[config.mk]
export PLATFORM = sky130hd
export DESIGN_NAME = multicycle_control_unit
export DESIGN_NICKNAME = d
export VERILOG_FILES = /design/src/rtl/multicycle_control_unit.sv
export SDC_FILE = /design/constraint.sdc
export NUM_CORES = 1
export LEC_CHECK = 0
export ABC_CLOCK_PERIOD_IN_PS = 3000
export BUFFER_PORTS_ARGS = -buffer_cell sky130_fd_sc_hd__buf_2
export CORE_MARGIN = 2
export CORE_UTILIZATION = 52
export DETAILED_ROUTE_END_ITERATION = 16
export PLACE_DENSITY = 0.8
export SYNTH_ARGS = -nofsm -noshare
export SYNTH_HDL_FRONTEND = slang
export SYNTH_SLANG_ARGS = --single-unit
[constraint.sdc]
create_clock -name clk -period 3 [get_ports clk]
set_clock_uncertainty 0.1 [all_clocks]
set_input_delay 0.3 -clock clk [delete_from_list [all_inputs] [get_ports clk]]
set_output_delay 0.3 -clock clk [all_outputs]
set_load 0.03 [all_outputs]
[src/rtl/multicycle_control_unit.sv]
// Multicycle RV32I control unit: a Moore FSM that sequences fetch/decode/execute/memory/writeback.
// It adds a memory-ready handshake with a wait timeout, a sticky trap state and a retired-instruction counter.
module multicycle_control_unit #(
  parameter int SUPPORT_BNE = 1,
  parameter int TIMEOUT     = 16,
  parameter int CNT_W       = 32
) (
  input  logic             clk,
  input  logic             rst,
  input  logic [6:0]       op,
  input  logic [2:0]       funct3,
  input  logic             funct7b5,
  input  logic             zero,
  input  logic             mem_ready,
  output logic             mem_req,
  output logic             adr_src,
  output logic             mem_write,
  output logic             ir_write,
  output logic             pc_write,
  output logic             reg_write,
  output logic [1:0]       alu_src_a,
  output logic [1:0]       alu_src_b,
  output logic [1:0]       result_src,
  output logic [1:0]       imm_src,
  output logic [2:0]       alu_control,
  output logic             trap,
  output logic [CNT_W-1:0] instret,
  output logic [3:0]       state_o
);

  typedef enum logic [3:0] {
    S_FETCH    = 4'd0,
    S_DECODE   = 4'd1,
    S_MEMADR   = 4'd2,
    S_MEMREAD  = 4'd3,
    S_MEMWB    = 4'd4,
    S_MEMWRITE = 4'd5,
    S_EXECR    = 4'd6,
    S_EXECI    = 4'd7,
    S_ALUWB    = 4'd8,
    S_BRANCH   = 4'd9,
    S_JAL      = 4'd10,
    S_TRAP     = 4'd11
  } state_t;

  localparam logic [6:0] OP_LOAD   = 7'b0000011;
  localparam logic [6:0] OP_STORE  = 7'b0100011;
  localparam logic [6:0] OP_RTYPE  = 7'b0110011;
  localparam logic [6:0] OP_ITYPE  = 7'b0010011;
  localparam logic [6:0] OP_BRANCH = 7'b1100011;
  localparam logic [6:0] OP_JAL    = 7'b1101111;

  localparam logic [2:0] ALU_ADD = 3'b000;
  localparam logic [2:0] ALU_SUB = 3'b001;
  localparam logic [2:0] ALU_AND = 3'b010;
  localparam logic [2:0] ALU_OR  = 3'b011;
  localparam logic [2:0] ALU_XOR = 3'b100;
  localparam logic [2:0] ALU_SLT = 3'b101;

  localparam int                WAIT_W  = (TIMEOUT < 2) ? 1 : $clog2(TIMEOUT);
  localparam logic [WAIT_W-1:0] TO_LAST = WAIT_W'(TIMEOUT - 1);

  state_t             r_state;
  state_t             w_next;
  logic [WAIT_W-1:0]  r_wait;
  logic [CNT_W-1:0]   r_instret;

  logic               w_mem_req;
  logic               w_mem_write;
  logic               w_ir_write;
  logic               w_pc_write;
  logic               w_reg_write;
  logic               w_timeout;
  logic               w_waiting;
  logic               w_retire;
  logic               w_fn_ok;
  logic [2:0]         w_alu_fn;
  logic               w_br_ok;
  logic               w_br_take;

  // Funct decode shared by EXECR and EXECI; sub only exists for register-register ops.
  always_comb begin
    w_fn_ok  = 1'b1;
    w_alu_fn = ALU_ADD;
    case (funct3)
      3'b000:  w_alu_fn = (op[5] && funct7b5) ? ALU_SUB : ALU_ADD;
      3'b010:  w_alu_fn = ALU_SLT;
      3'b100:  w_alu_fn = ALU_XOR;
      3'b110:  w_alu_fn = ALU_OR;
      3'b111:  w_alu_fn = ALU_AND;
      default: w_fn_ok  = 1'b0;
    endcase
  end

  assign w_br_ok   = (funct3 == 3'b000) || ((SUPPORT_BNE != 0) && (funct3 == 3'b001));
  assign w_br_take = (funct3 == 3'b000) ? zero : ~zero;

  // The timeout fires on the cycle that would be the TIMEOUT-th wait; a ready on that cycle still wins.
  assign w_timeout = (TIMEOUT > 0) && !mem_ready && (r_wait == TO_LAST);

  always_comb begin
    w_next      = r_state;
    w_mem_req   = 1'b0;
    adr_src     = 1'b0;
    w_mem_write = 1'b0;
    w_ir_write  = 1'b0;
    w_pc_write  = 1'b0;
    w_reg_write = 1'b0;
    alu_src_a   = 2'b00;
    alu_src_b   = 2'b00;
    result_src  = 2'b00;
    imm_src     = 2'b00;
    alu_control = ALU_ADD;
    case (r_state)
      S_FETCH: begin
        w_mem_req  = 1'b1;
        alu_src_b  = 2'b10;
        result_src = 2'b10;
        if (mem_ready) begin
          w_ir_write = 1'b1;
          w_pc_write = 1'b1;
          w_next     = S_DECODE;
        end else if (w_timeout) begin
          w_next = S_TRAP;
        end
      end
      S_DECODE: begin
        alu_src_a = 2'b01;
        alu_src_b = 2'b01;
        imm_src   = 2'b10;
        case (op)
          OP_LOAD, OP_STORE: w_next = S_MEMADR;
          OP_RTYPE:          w_next = S_EXECR;
          OP_ITYPE:          w_next = S_EXECI;
          OP_BRANCH:         w_next = w_br_ok ? S_BRANCH : S_TRAP;
          OP_JAL:            w_next = S_JAL;
          default:           w_next = S_TRAP;
        endcase
      end
      S_MEMADR: begin
        alu_src_a = 2'b10;
        alu_src_b = 2'b01;
        imm_src   = op[5] ? 2'b01 : 2'b00;
        w_next    = op[5] ? S_MEMWRITE : S_MEMREAD;
      end
      S_MEMREAD: begin
        w_mem_req = 1'b1;
        adr_src   = 1'b1;
        if (mem_ready)      w_next = S_MEMWB;
        else if (w_timeout) w_next = S_TRAP;
      end
      S_MEMWB: begin
        result_src  = 2'b01;
        w_reg_write = 1'b1;
        w_next      = S_FETCH;
      end
      S_MEMWRITE: begin
        w_mem_req   = 1'b1;
        adr_src     = 1'b1;
        w_mem_write = mem_ready;
        if (mem_ready)      w_next = S_FETCH;
        else if (w_timeout) w_next = S_TRAP;
      end
      S_EXECR: begin
        alu_src_a   = 2'b10;
        alu_control = w_alu_fn;
        w_next      = w_fn_ok ? S_ALUWB : S_TRAP;
      end
      S_EXECI: begin
        alu_src_a   = 2'b10;
        alu_src_b   = 2'b01;
        alu_control = w_alu_fn;
        w_next      = w_fn_ok ? S_ALUWB : S_TRAP;
      end
      S_ALUWB: begin
        w_reg_write = 1'b1;
        w_next      = S_FETCH;
      end
      S_BRANCH: begin
        alu_src_a   = 2'b10;
        alu_control = ALU_SUB;
        w_pc_write  = w_br_take;
        w_next      = S_FETCH;
      end
      S_JAL: begin
        alu_src_a   = 2'b01;
        alu_src_b   = 2'b10;
        w_reg_write = 1'b1;
        w_pc_write  = 1'b1;
        w_next      = S_FETCH;
      end
      S_TRAP:  w_next = S_TRAP;
      default: w_next = S_FETCH;
    endcase
  end

  assign w_waiting = (r_state inside {S_FETCH, S_MEMREAD, S_MEMWRITE}) && !mem_ready &&
                     (w_next == r_state);
  assign w_retire  = (w_next == S_FETCH) &&
                     (r_state inside {S_MEMWB, S_MEMWRITE, S_ALUWB, S_BRANCH, S_JAL});

  always_ff @(posedge clk or negedge rst) begin
    if (!rst) begin
      r_state   <= S_FETCH;
      r_wait    <= '0;
      r_instret <= '0;
    end else begin
      r_state <= w_next;
      r_wait  <= w_waiting ? r_wait + 1'b1 : '0;
      if (w_retire) r_instret <= r_instret + CNT_W'(1);
    end
  end

  // Strobes are held off for the whole reset, including the cycle reset is asserted mid-access.
  assign mem_req   = w_mem_req   & rst;
  assign mem_write = w_mem_write & rst;
  assign ir_write  = w_ir_write  & rst;
  assign pc_write  = w_pc_write  & rst;
  assign reg_write = w_reg_write & rst;

  assign trap    = (r_state == S_TRAP);
  assign instret = r_instret;
  assign state_o = r_state;

endmodule

# Yosys cells after proc, flatten, opt, wreduce, memory -nomap -nowiden
# Cells that the tools add are included.
dict set report word_totals {
  ff_bits 40
  latchBits 0
  ram_bits 0
  romBits 0
  out_inout_bits 54
  wordCells 84
  memories 0
}
dict set report op_classes {
  n_addsub 2
  n_mul 0
  div 0
  magnitude_cmp 0
  n_eq_ne 24
  shift 0
  n_mux 27
  bitwise_logic 6
  reduce_logical 22
}
# operator n
set op_table {}
lappend op_table {{$add 32x1->32 const B} 1}
lappend op_table {{$pmux 4 s7} 1}
lappend op_table {{$eq 4x4->1 const B} 5}
lappend op_table {{$mux 4} 5}
lappend op_table {{$pmux 4 s5} 1}
lappend op_table {{$eq 4x3->1 const B} 4}
lappend op_table {{$pmux 2 s2} 4}
lappend op_table {{$pmux 3 s5} 1}
lappend op_table {{$eq 7x6->1 const B} 2}
lappend op_table {{$eq 7x7->1 const B} 2}
lappend op_table {{$mux 1} 10}
lappend op_table {{$reduce_or 2->1} 5}
lappend op_table {{$eq 3x3->1 const B} 3}
lappend op_table {{$reduce_or 3->1} 3}
lappend op_table {{$eq 4x2->1 const B} 2}
lappend op_table {{$logic_not 4->1} 2}
lappend op_table {{$eq 7x2->1 const B} 1}
lappend op_table {{$eq 7x5->1 const B} 1}
lappend op_table {{$pmux 3 s2} 1}
lappend op_table {{$and 1x1->1} 5}
lappend op_table {{$logic_and 1x1->1} 5}
lappend op_table {{$reduce_bool 5->1} 1}
lappend op_table {{$reduce_or 5->1} 1}
lappend op_table {{$add 4x1->4 const B} 1}
lappend op_table {{other kinds (13)} 14}

# Longest topological paths before layout
# Gate-level depths: netlist (run 1).
dict set report logic_depth {
  word_depth 8
  mapped_depth 8
}

# Worst setup path before layout (run 1)
# Ideal clock, no wire load.
dict set report synth_timing {
  path_kind {flip-flop to flip-flop}
  from {register r_state[1] (netlist: state_o[1])}
  to {register r_instret[6] (netlist: instret[6])}
  setup_ps 138
  arrival_time_ps 2816
  t_required_ps 2762
  setup_slack_ps -55
  stages_incl_launch_ff 8
  period_less_slack_ps 3055
  path_cell_list {dfrtp_1 -> clkbuf_1 -> nor4b_1 -> and4_1 -> a211o_1 -> buf_4 -> nor3_1 -> xor2_1}
}
dict set report synth_between {
  elab_chain_len 5
  word_cells_on_any_way 21
}
# item line_no
set synth_lines {}
lappend synth_lines {{start: declaration} 63} ;# state_t r_state;
lappend synth_lines {{start signal: assignment} 208} ;# r_state <= w_next;
lappend synth_lines {{$eq 4x3->1 / $mux 4 (equally long branches)} --}
lappend synth_lines {{$reduce_or 2->1 (no line) (tied with other cells)} --}
lappend synth_lines {{$pmux 4 s7} 114} ;# case (r_state)
lappend synth_lines {{$logic_not 4->1} 199} ;# assign w_retire = (w_next == S_FETCH) &&
lappend synth_lines {{$logic_and 1x1->1 (*)} 199}
lappend synth_lines {{end signal: assignment} 210} ;# if (w_retire) r_instret <= r_instret + CNT_W'(1);
lappend synth_lines {{end: declaration} 66} ;# logic [CNT_W-1:0] r_instret;
# Every way passes the cells marked *; elsewhere a longest branch is shown, timed or not.
# A chain may end at the register's enable or synchronous reset.

# Worst setup path after layout (run 1)
dict set report layout_timing {
  from {register r_state[0] (netlist: state_o[0])}
  to {register r_instret[31] (netlist: instret[31])}
}
# Same word-level chain as after synthesis.

==> summary.md, run 1 <==
| Metric | Value |
|---|---|
| Cts repair resizes | 0 |
| Antenna cells | 0 |
| Die height | 72.8 µm |
| Worst-Skew Late Latency | 0.29 ns |
| CTS clock-pin slew for the worst setup and hold paths | 0.08 ns |
| Synthesis-to-finish area growth | 18.4% |
| Worst Tran Pin Value | 0.594 ns |
| Unrepaired setup endpoints after global routing | no |
| Critical path, cell by cell | clkinv_1 -> and4_1 -> a211o_1 -> buf_4 -> nor4_2 -> xor2_1 |
| Slowest stage cell on the critical path | dfrtp_1 |
| Share of cells above drive strength 1 | 30.7% |
| Setup TNS | 0 ns |
| DRT Pass-1 Iters | 5 |
| Bufs on Longest Clock Path | 2 |
| Die ar. | 0.00530 mm² |
| Final slew viol count | 0 |
| Core area | 0.00463 mm² |
| Post-synth EDFFs | 0 |
| Average size of a mapped cell | 9.47 µm² |
| Synth unique cells | 44 |
| Die span in x | 72.8 µm |
| Worst Setup Start Kind | register |
| Leakage | 0.00126 µW |
| Synth Instances | 260 |
| Hpwl dp | 4.06 mm |
| CP Class | register to register |
| Starting Density | 53.2% |
| Final setup viols | 0 |
| Post-synthesis register bit count | 40 |
| Min Tclk post-route | 2.69 ns |
| IO Count | 69 |
| DRT Wirelength | 5.47 mm |
| Vias | 2,169 |
| Max-cap violations | 0 |
| Gp weighted congestion | 0.829 |
| Seq/Total Area, Yosys | 40.7% |
| Root Buffer | clkbuf_8 |
| Post-CTS Hold Buffers | 0 |
| Vias in the first global route | 1,979 |
| Tcrit/Tclk final | 89.8% |
| Worst Setup End Kind | register |
| Clock sinks | 40 |
| Max Fanout on Critical Path | 19 |
| IO buf count | 68 |
| Wire per inst | 14.5 µm |
| Status | finished, final reports clean |
| Final hold violations | 0 |
| Largest net degree at the start of global routing | 41 |
| Maximum vdd drop | 0.707 mV |
| Total grt overflow | 0 |
| Total GRT Usage | 21.6% |
| Initial antenna violation count | 0 |
| Arrival @ worst endpoint | 2.80 ns |
| CTS tree | done |
| HP Class | primary input to asynchronous set/reset pin |
| CTS Buf Count | 5 |
| Post-DRT Antenna Nets | 0 |
| First-pass GRT wire length | 9.03 mm |
| Cell row count | 25 |
| Worst Path Required | 3.10 ns |
| H-tree levels | 2 |
| Syn nets | 277 |
| PwrDens | 1060 mW/mm² |
| Async set-reset flop share out of synthesis | 100% |
| Drt via density | 5.75 |
| Yosys warning count | 0 |
| CP max stage delay | 0.66 ns |
| Post-CTS Setup Bufs | 0 |
| Cell area after synthesis | 0.00246 mm² |
| Post-synth top flop | dfrtp_1 |
| Drt first-iter violations | 92 |
| Highest Clock Rate | 371 MHz |
| Total Power | 3080 µW |
| Final nets | 339 |
| # DRC | 0 |
| Worst slew margin | 60.1% |
[final timing paths]
check	from	to	slack, ns	cells after the start
worst max register to register	state_o[0]$_DFF_PN0_	instret[31]$_DFFE_PN0P_	0.31	6
worst min register to register	r_wait[0]$_DFF_PN0_	r_wait[0]$_DFF_PN0_	0.36	1
worst min-delay path	rst	instret[18]$_DFFE_PN0P_	0.02	2
min in group clk	mem_ready	r_wait[2]$_DFF_PN0_	0.21	2
max in group asynchronous	rst	instret[25]$_DFFE_PN0P_	2.43	2
worst max-delay path	state_o[0]$_DFF_PN0_	instret[31]$_DFFE_PN0P_	0.31	6
[final cells by class]
class / count / area (µm²)
fillers: 401 / 1710
multi-input cells: 194 / 1330
flip-flops and latches: 40 / 1000
repair buffers: 72 / 370
clock buffers: 5 / 68.8
well taps: 54 / 67.6
clock inverters: 3 / 42.5
inverters: 9 / 33.8
[critical path, delay by kind of cell (launching register included)]
kind	cells	cell delay [ns]
XOR/XNOR	1	0.21
buffers and inverters	2	0.66
AO/OA/AOI/OAI	1	0.37
AND/OR/NAND/NOR	2	0.59
flip-flops	1	0.66
[layout by cell type, fill, tap and decap left out, types with 2 or more instances in the layout]
cell type	n
buf_2	68
dfrtp_1	40
xor2_1	30
nor3_1	27
nand2_1	17
nor2_1	17
nand3_1	14
nand4_1	11
nor4_2	11
inv_1	8
xnor2_1	7
and3_1	6
nand2b_1	5
a21oi_1	5
and4_1	5
clkbuf_8	5
o22ai_1	4
nor3_2	4
buf_4	4
and2_1	2
a32o_1	2
a31oi_1	2
a211oi_1	2
a211o_1	2
a41oi_1	2
o21ai_0	2
nor4_1	2
ha_1	2
[routing by layer]
metal | global-route usage [%] | vias to the layer above | wire length (µm)
met5 | 0 | - | 0
met2 | 34.5 | 80 | 2630
met4 | 7.61 | 0 | 118
li1 | - | 1062 | -
met1 | 29.7 | 1012 | 2420
met3 | 4.01 | 15 | 298
[flip-flops by register name (all words and copies together), names as in the netlist]
signal and count:
instret 32, r_wait 4, state_o 4
[stage by stage]
stage / utilization (%) / hold WS [ns] / cell area, µm² / worst slack (ns) / std cells
2_1_floorplan: - / -0.0956 / 2470 / 0.235 / 260
3_3_place_gp: 60.6 / 0.347 / 2800 / 0.456 / 369
3_5_place_dp: 60.6 / 0.355 / 2800 / 0.367 / 369
4_1_cts: 63.0 / 0.0464 / 2920 / 0.322 / 377
5_1_grt: 63.0 / 0.0865 / 2920 / 0.0433 / 377
6_report: 63.0 / 0.0191 / 2920 / 0.307 / 377
[synthesized netlist by cell type (3+ instances only)]
cell type / count / share of area [%]
a21oi_1: 5 / 1.0
xnor2_1: 7 / 2.5
inv_1: 8 / 1.2
and4_1: 5 / 1.8
nand2_1: 17 / 2.6
nor3_1: 27 / 5.5
nand2b_1: 5 / 1.3
nor2_1: 17 / 2.6
nor4_2: 11 / 5.6
nor3_2: 4 / 1.6
buf_2: 4 / 0.81
buf_4: 3 / 0.91
dfrtp_1: 40 / 41
clkbuf_1: 5 / 0.76
o22ai_1: 4 / 1.0
xor2_1: 30 / 11
nand3_1: 14 / 2.8
nand4_1: 11 / 2.8
buf_6: 3 / 1.4
and3_1: 6 / 1.5
[where the power goes]
part	internal, µW	switching, µW	total (µW)
logic	522	1160	1680
clock network	246	184	429
registers	697	271	968
total	1460	1620	3080
[logic make-up after synthesis]
logic type	Yosys count	share of synthesized area, %
XOR/XNOR	37	13.2
AO/OA/AOI/OAI	27	7.88
AND/OR/NAND/NOR	127	31.3
adder cells (fa/ha/maj)	2	1.02
multiplexers	1	0.457
buffers and inverters	26	5.54
flip-flops	40	40.7
Note: power is estimated with default switching activity, not from simulation.
==> inputs of run 2 (changes only) <==
--- a/config.mk
+++ b/config.mk
@@ -5,8 +5,10 @@
 export SDC_FILE = /design/constraint.sdc
 export NUM_CORES = 1
 export LEC_CHECK = 0
+export ABC_AREA = 0
 export ABC_CLOCK_PERIOD_IN_PS = 3000
-export BUFFER_PORTS_ARGS = -buffer_cell sky130_fd_sc_hd__buf_2
+export BUFFER_PORTS_ARGS = -buffer_cell sky130_fd_sc_hd__clkbuf_2
+export CORE_ASPECT_RATIO = 1.4
 export CORE_MARGIN = 2
 export CORE_UTILIZATION = 52
 export DETAILED_ROUTE_END_ITERATION = 16
==> run 2 against run 1 <==
Worst setup slack improved by 0.15 ns. Die area grew 0.15%. Fmax increased by 5.8%. First-iteration DRC count rose by 93%. Utilization grew 1.6 points. Sequential cell count unchanged. Critical endpoint is now alu_control[0]. Largest power group unchanged. Highest routed layer unchanged.
==> summary.md, run 2 (same netlist as run 1, synthesis figures left out) <==
| Metric | Value |
|---|---|
| Status | finished, final reports clean |
| Most frequent cells in the layout | 68 x clkbuf_2, 40 x dfrtp_1, 30 x xor2_1 |
| Commonest non-fill, non-tap cell in the layout | clkbuf_2 |
| Cts repair resizes | 0 (unchanged) |
| Final nets | 342 (+0.88%) |
| HP Class | primary input to asynchronous set/reset pin |
| Delay-heaviest family, CP | flip-flops |
| Vias | 2,236 (+3.1%) |
| CP Class | register to output pin |
| Root Buffer | clkbuf_8 |
| Clk network pwr share | 12.0% (-1.9 points) |
| Worst Setup End Kind | output pin |
| Bufs on Longest Clock Path | 2 (unchanged) |
| Sw frac | 53.8% (+1.3 points) |
| Gp weighted congestion | 0.908 (+9.6%) |
| Final worst slack | 0.456 ns (+0.149 ns) |
| Hpwl dp | 4.40 mm (+8.4%) |
| Die ar. | 0.00531 mm² (+0.15%) |
| Critical path, cell by cell | inv_1 -> or2_2 -> o32ai_1 -> clkbuf_2 |
| Leakage | 0.00127 µW (+0.96%) |
| Sequential Power Share | 31.9% (+0.5 points) |
| Synthesis-to-finish area growth | 18.9% |
| Min Tclk post-route | 2.54 ns (-0.149 ns) |
| Finished Layout Cells | 388 (+2.9%) |
| Internal power | 1420 µW (-3.2%) |
| Worst-Skew Late Latency | 0.29 ns (about the same) |
| Cell row count | 29 (+16%) |
| Post-CTS Setup Bufs | 0 (unchanged) |
| H-tree levels | 2 (unchanged) |
| Initial antenna violation count | 0 (unchanged) |
| CTS Buf Count | 5 (unchanged) |
| # DRC | 0 (unchanged) |
| Starting Density | 54.3% (+1.1 points) |
| IO buf count | 68 (unchanged) |
| CTS clock-pin slew for the worst setup and hold paths | 0.08 ns (about the same) |
| Final core utilization | 64.5% (+1.6 points) |
| DRT Pass-1 Iters | 4 (-1) |
| CTS tree | done |
| Maximum vdd drop | 0.615 mV (-13%) |
| Die span in x | 62.2 µm (-15%) |
| Fill count | 384 (-4.2%) |
| DRT Wirelength | 6.06 mm (+11%) |
| Antenna cells | 0 (unchanged) |
| Worst Setup Start Kind | register |
| Final setup viols | 0 (unchanged) |
| IO Count | 69 (unchanged) |
| Final slew viol count | 0 (unchanged) |
| Arrival @ worst endpoint | 2.14 ns (-0.66 ns) |
| Vias in the first global route | 2,130 (+7.6%) |
| Drt via density | 5.76 (+0.17%) |
| Worst Tran Pin Value | 0.573 ns (-0.0205 ns) |
| Highest Clock Rate | 393 MHz (+5.8%) |
| Max-cap violations | 0 (unchanged) |
| Total GRT Usage | 24.2% (+2.6 points) |
| CP max stage delay | 0.69 ns (+0.03 ns) |
| Worst slew margin | 61.8% (+1.7 points) |
| Logic pwr share | 56.1% (+1.5 points) |
| Drt first-iter violations | 178 (+93%) |
| Post-DRT Antenna Nets | 0 (unchanged) |
| Core area | 0.00454 mm² (-2.0%) |
| Hold WS | 0.0407 ns (+0.0216 ns) |
| Largest net degree at the start of global routing | 41 (unchanged) |
| NetSw | 1650 µW (+2.1%) |
| Wire per inst | 15.6 µm (+7.7%) |
| Crit path buf inv count | 2 (unchanged) |
| Final hold violations | 0 (unchanged) |
| First-pass GRT wire length | 10.3 mm (+14%) |
| Worst Path Required | 2.60 ns (-0.50 ns) |
| Clock sinks | 40 (unchanged) |
| Max Fanout on Critical Path | 17 (-2) |
| Die height | 85.4 µm (+17%) |
| Number of flip-flops in the largest register | 32 (unchanged) |
| Slowest stage cell on the critical path | dfrtp_1 |
| Setup TNS | 0 ns (unchanged) |
| Post-CTS Hold Buffers | 0 (unchanged) |
| Unrepaired setup endpoints after global routing | no |
| PwrDens | 1050 mW/mm² (-0.81%) |
| Area of the multi-input gates | 0.00133 mm² (unchanged) |
| Tcrit/Tclk final | 84.8% (-5.0 points) |
| Register Area | 0.00100 mm² (unchanged) |
| Total grt overflow | 0 (unchanged) |
| Post-Place Cells | 380 (+3.0%) |
| Worst setup startpoint | state_o[1]$_DFF_PN0_ |
| Dpl ws | 0.626 ns (+0.259 ns) |
| Share of cells above drive strength 1 | 30.7% (about the same) |
| Critical R2R Launch | state_o[2]$_DFF_PN0_ |
run 2: cell types whose count changed in the layout (fill, tap and decap cells not counted), sizes merged:
cell / previous run / this run
clkbuf: 5 / 76
clkinv: 2 / 1
clkinvlp: 1 / 0
buf: 72 / 7
bufinv: 1 / 0
run 2: final timing paths:
path | end | slack (ns) | depth (start not counted)
hold reg to reg | r_wait[0]$_DFF_PN0_ | 0.36 | 1
min in group clk | r_wait[2]$_DFF_PN0_ | 0.25 | 2
max in group asynchronous | instret[25]$_DFFE_PN0P_ | 2.43 | 2
setup / recovery | alu_control[0] | 0.46 | 4
setup reg to reg | instret[12]$_DFFE_PN0P_ | 0.57 | 6
hold / removal | instret[7]$_DFFE_PN0P_ | 0.04 | 2
run 2: power by group through the flow:
stage,combinational [µW],sequential [µW],clock (µW)
floorplan,1100,1150,0
detailed placement,1710,978,0
finish,1720,979,368
global route,1860,1010,396
CTS,1720,971,375
global placement,1690,973,0
run 2: layer usage:
layer | GRT usage, % | share of wire, %
met1 | 29.2 | 41
met2 | 41.5 | 51
met3 | 5.31 | 6.3
met4 | 10.9 | 2.2
met5 | 0 | 0
run 2: layout make-up:
type                    instances  share of cell area [%]
well taps                      62                    2.65
repair buffers                 75                    13.4
inverters                       9                    1.15
flip-flops and latches         40                    34.2
clock buffers                   8                    3.08
multi-input cells             194                    45.5
run 2: through the flow:
step / area (µm²) / total power [µW]
2_1_floorplan: 2470 / 2250
3_3_place_gp: 2840 / 2660
3_5_place_dp: 2840 / 2690
4_1_cts: 2930 / 3070
5_1_grt: 2930 / 3260
6_report: 2930 / 3070
==> inputs of run 3 (changes only) <==
--- a/config.mk
+++ b/config.mk
@@ -6,13 +6,13 @@
 export NUM_CORES = 1
 export LEC_CHECK = 0
 export ABC_AREA = 0
-export ABC_CLOCK_PERIOD_IN_PS = 3000
+export ABC_CLOCK_PERIOD_IN_PS = 2150
 export BUFFER_PORTS_ARGS = -buffer_cell sky130_fd_sc_hd__clkbuf_2
 export CORE_ASPECT_RATIO = 1.4
 export CORE_MARGIN = 2
-export CORE_UTILIZATION = 52
+export CORE_UTILIZATION = 47
 export DETAILED_ROUTE_END_ITERATION = 16
-export PLACE_DENSITY = 0.8
+export PLACE_DENSITY = 0.76
 export SYNTH_ARGS = -nofsm -noshare
 export SYNTH_HDL_FRONTEND = slang
 export SYNTH_SLANG_ARGS = --single-unit
==> constraint.sdc (replaced) <==
create_clock -name clk -period 2.15 [get_ports clk]
set_clock_uncertainty 0.1 [all_clocks]
set_input_delay 0.215 -clock clk [delete_from_list [all_inputs] [get_ports clk]]
set_output_delay 0.215 -clock clk [all_outputs]
set_load 0.03 [all_outputs]
==> run 3 against run 2 <==
The run now ends with negative setup slack left. Routed wire length rose by 16%. Hold slack gained 0.19 ns. Cell area grew 22%. Sequential cell count stayed put. Combinational power increased by 110%. Register-to-register slack worse by 0.59 ns. Global-route usage shrank 1.3 points. Die area grew 10%. Largest power group unchanged. Clock-buffer cell count shrank 2. Non-clock buffer count grew 34.
==> summary.md, run 3 (same netlist as run 1, synthesis figures left out) <==
| Metric | Value |
|---|---|
| Status | finished, violations left |
| Failing checks | negative setup slack |
| Arrival @ worst endpoint | 1.86 ns (-0.28 ns) |
| Hpwl dp | 4.61 mm (+4.6%) |
| First-pass GRT wire length | 10.3 mm (+0.60%) |
| Most frequent cells in the layout | 64 x clkbuf_2, 36 x dfrtp_1, 33 x buf_4 |
| # DRC | 0 (unchanged) |
| Final nets | 376 (+9.9%) |
| Worst Setup Start Kind | register |
| Synthesis-to-finish area growth | 44.9% |
| Worst-Skew Late Latency | 0.30 ns (about the same) |
| Highest Clock Rate | 460 MHz |
| Worst Setup End Kind | output pin |
| Die height | 89.6 µm (+4.9%) |
| Vias in the first global route | 2,149 (+0.89%) |
| Vias | 2,407 (+7.6%) |
| Final core utilization | 69.7% (+5.2 points) |
| DRT Wirelength | 7.05 mm (+16%) |
| HP Class | primary input to register |
| Largest net degree at the start of global routing | 30 (-27%) |
| Critical path, cell by cell | or4_1 -> buf_4 -> o31a_1 -> nor2_2 -> clkbuf_8 |
| Final hold violations | 0 (unchanged) |
| Final setup viols | 5 (+5) |
| Antenna cells | 0 (unchanged) |
| Worst slew margin | 64.5% (+2.7 points) |
| Share of cells above drive strength 1 | 46.4% (+16 points) |
| Root Buffer | clkbuf_8 |
| Worst Tran Pin Value | 0.531 ns (-0.0416 ns) |
| Unrepaired setup endpoints after global routing | yes |
| CP max stage delay | 0.51 ns (-0.18 ns) |
| Total GRT Usage | 22.9% (-1.3 points) |
| Die ar. | 0.00584 mm² (+10%) |
| Cell row count | 31 (+6.9%) |
| Total Power | 5380 µW (+75%) |
| Commonest non-fill, non-tap cell in the layout | clkbuf_2 |
| Final slew viol count | 0 (unchanged) |
| Total grt overflow | 0 (unchanged) |
| Clock sinks | 40 (unchanged) |
| CTS Buf Count | 5 (unchanged) |
| Worst Path Required | 1.84 ns (-0.76 ns) |
| Initial antenna violation count | 0 (unchanged) |
| Starting Density | 48.1% (-6.2 points) |
| Min Tclk post-route | 2.18 ns |
| Maximum vdd drop | 1.05 mV (+71%) |
| Tcrit/Tclk final | 101% |
| Drt first-iter violations | 161 (-9.6%) |
| CP Class | register to output pin |
| IO Count | 69 (unchanged) |
| Final worst slack | -0.0253 ns (-0.481 ns) |
| IO buf count | 68 (unchanged) |
| DRT Pass-1 Iters | 4 (unchanged) |
| Number of flip-flops in the largest register | 32 (unchanged) |
| PwrDens | 1510 mW/mm² (+44%) |
| Gp weighted congestion | 0.850 (-6.4%) |
| Max Fanout on Critical Path | 6 (-11) |
| H-tree levels | 2 (unchanged) |
| Die span in x | 65.2 µm (+4.9%) |
| Max-cap violations | 0 (unchanged) |
| Leakage | 0.00153 µW (+20%) |
| Bufs on Longest Clock Path | 2 (unchanged) |
| CTS tree | done |
| Slowest stage cell on the critical path | or4_1 |
| Post-DRT Antenna Nets | 0 (unchanged) |
| Drt via density | 5.65 (-2.0%) |
| Core area | 0.00512 mm² (+13%) |
| Setup TNS | -0.0664 ns (-0.0664 ns) |
| Wire per inst | 16.5 µm (+6.0%) |
| CTS clock-pin slew for the worst setup and hold paths | 0.08 ns (about the same) |
[run 3: power breakdown]
group	switching [µW]	internal (µW)	leakage [µW]
clock	260	344	0.0000552
combinational	2210	1320	0.00102
sequential	265	981	0.000449
total	2730	2640	0.00153
[run 3: final cells by class]
type | count | area, µm²
flip-flops and latches | 40 | 1010
well taps | 66 | 82.6
clock buffers | 6 | 72.6
fillers | 390 | 1550
clock inverters | 2 | 35.0
multi-input cells | 194 | 1610
inverters | 9 | 33.8
repair buffers | 109 | 732
[run 3: final timing paths]
kind,startpoint,to,slack [ns],cells past startpoint
min,mem_ready,r_wait[2]$_DFF_PN0_,0.23,3
max reg2reg,r_wait[1]$_DFF_PN0_,instret[17]$_DFFE_PN0P_,-0.02,6
min in group asynchronous,rst,r_wait[0]$_DFF_PN0_,0.27,2
min reg2reg,instret[31]$_DFFE_PN0P_,instret[31]$_DFFE_PN0P_,0.38,1
max in group asynchronous,rst,state_o[2]$_DFF_PN0_,0.95,3
max,state_o[2]$_DFF_PN0_,mem_req,-0.03,5
[run 3: critical path: cells and delay by family, from the launching register on]
family,cells,cell delay (ns)
AND/OR/NAND/NOR,2,0.64
buffers and inverters,2,0.33
flip-flops,1,0.46
AO/OA/AOI/OAI,1,0.13
[run 3: through the flow]
| stage | cell area, µm² | hold WS, ns | setup WS, ns | cells |
|---|---|---|---|---|
| final | 3570 | 0.229 | -0.0253 | 426 |
| after global routing | 3570 | 0.252 | -0.136 | 426 |
| after CTS | 3280 | 0.220 | -0.0226 | 420 |
| after detailed placement | 3050 | 0.0562 | -0.0184 | 403 |
| after global placement | 3050 | 0.0519 | 0.0511 | 403 |
| after floorplan | 2550 | -0.181 | -0.0694 | 260 |
[run 3: what timing repair did]
item | CTS | global route
pin swaps | 3 | 20
endpoints found under the hold margin | 11 | 0
gates resized for setup | 10 | 46
setup buffers | 8 | 5
gates cloned | 0 | 1
hold buffers | 1 | 0
endpoints found under the setup margin | 9 | 33
[run 3: routing by layer]
metal | part of all wire (%) | global-route usage (%) | wire (µm)
met2 | 54 | 41.1 | 3780
met3 | 4.9 | 4.11 | 345
met1 | 39 | 27.5 | 2750
met4 | 2.5 | 8.52 | 175
met5 | 0 | 0 | 0
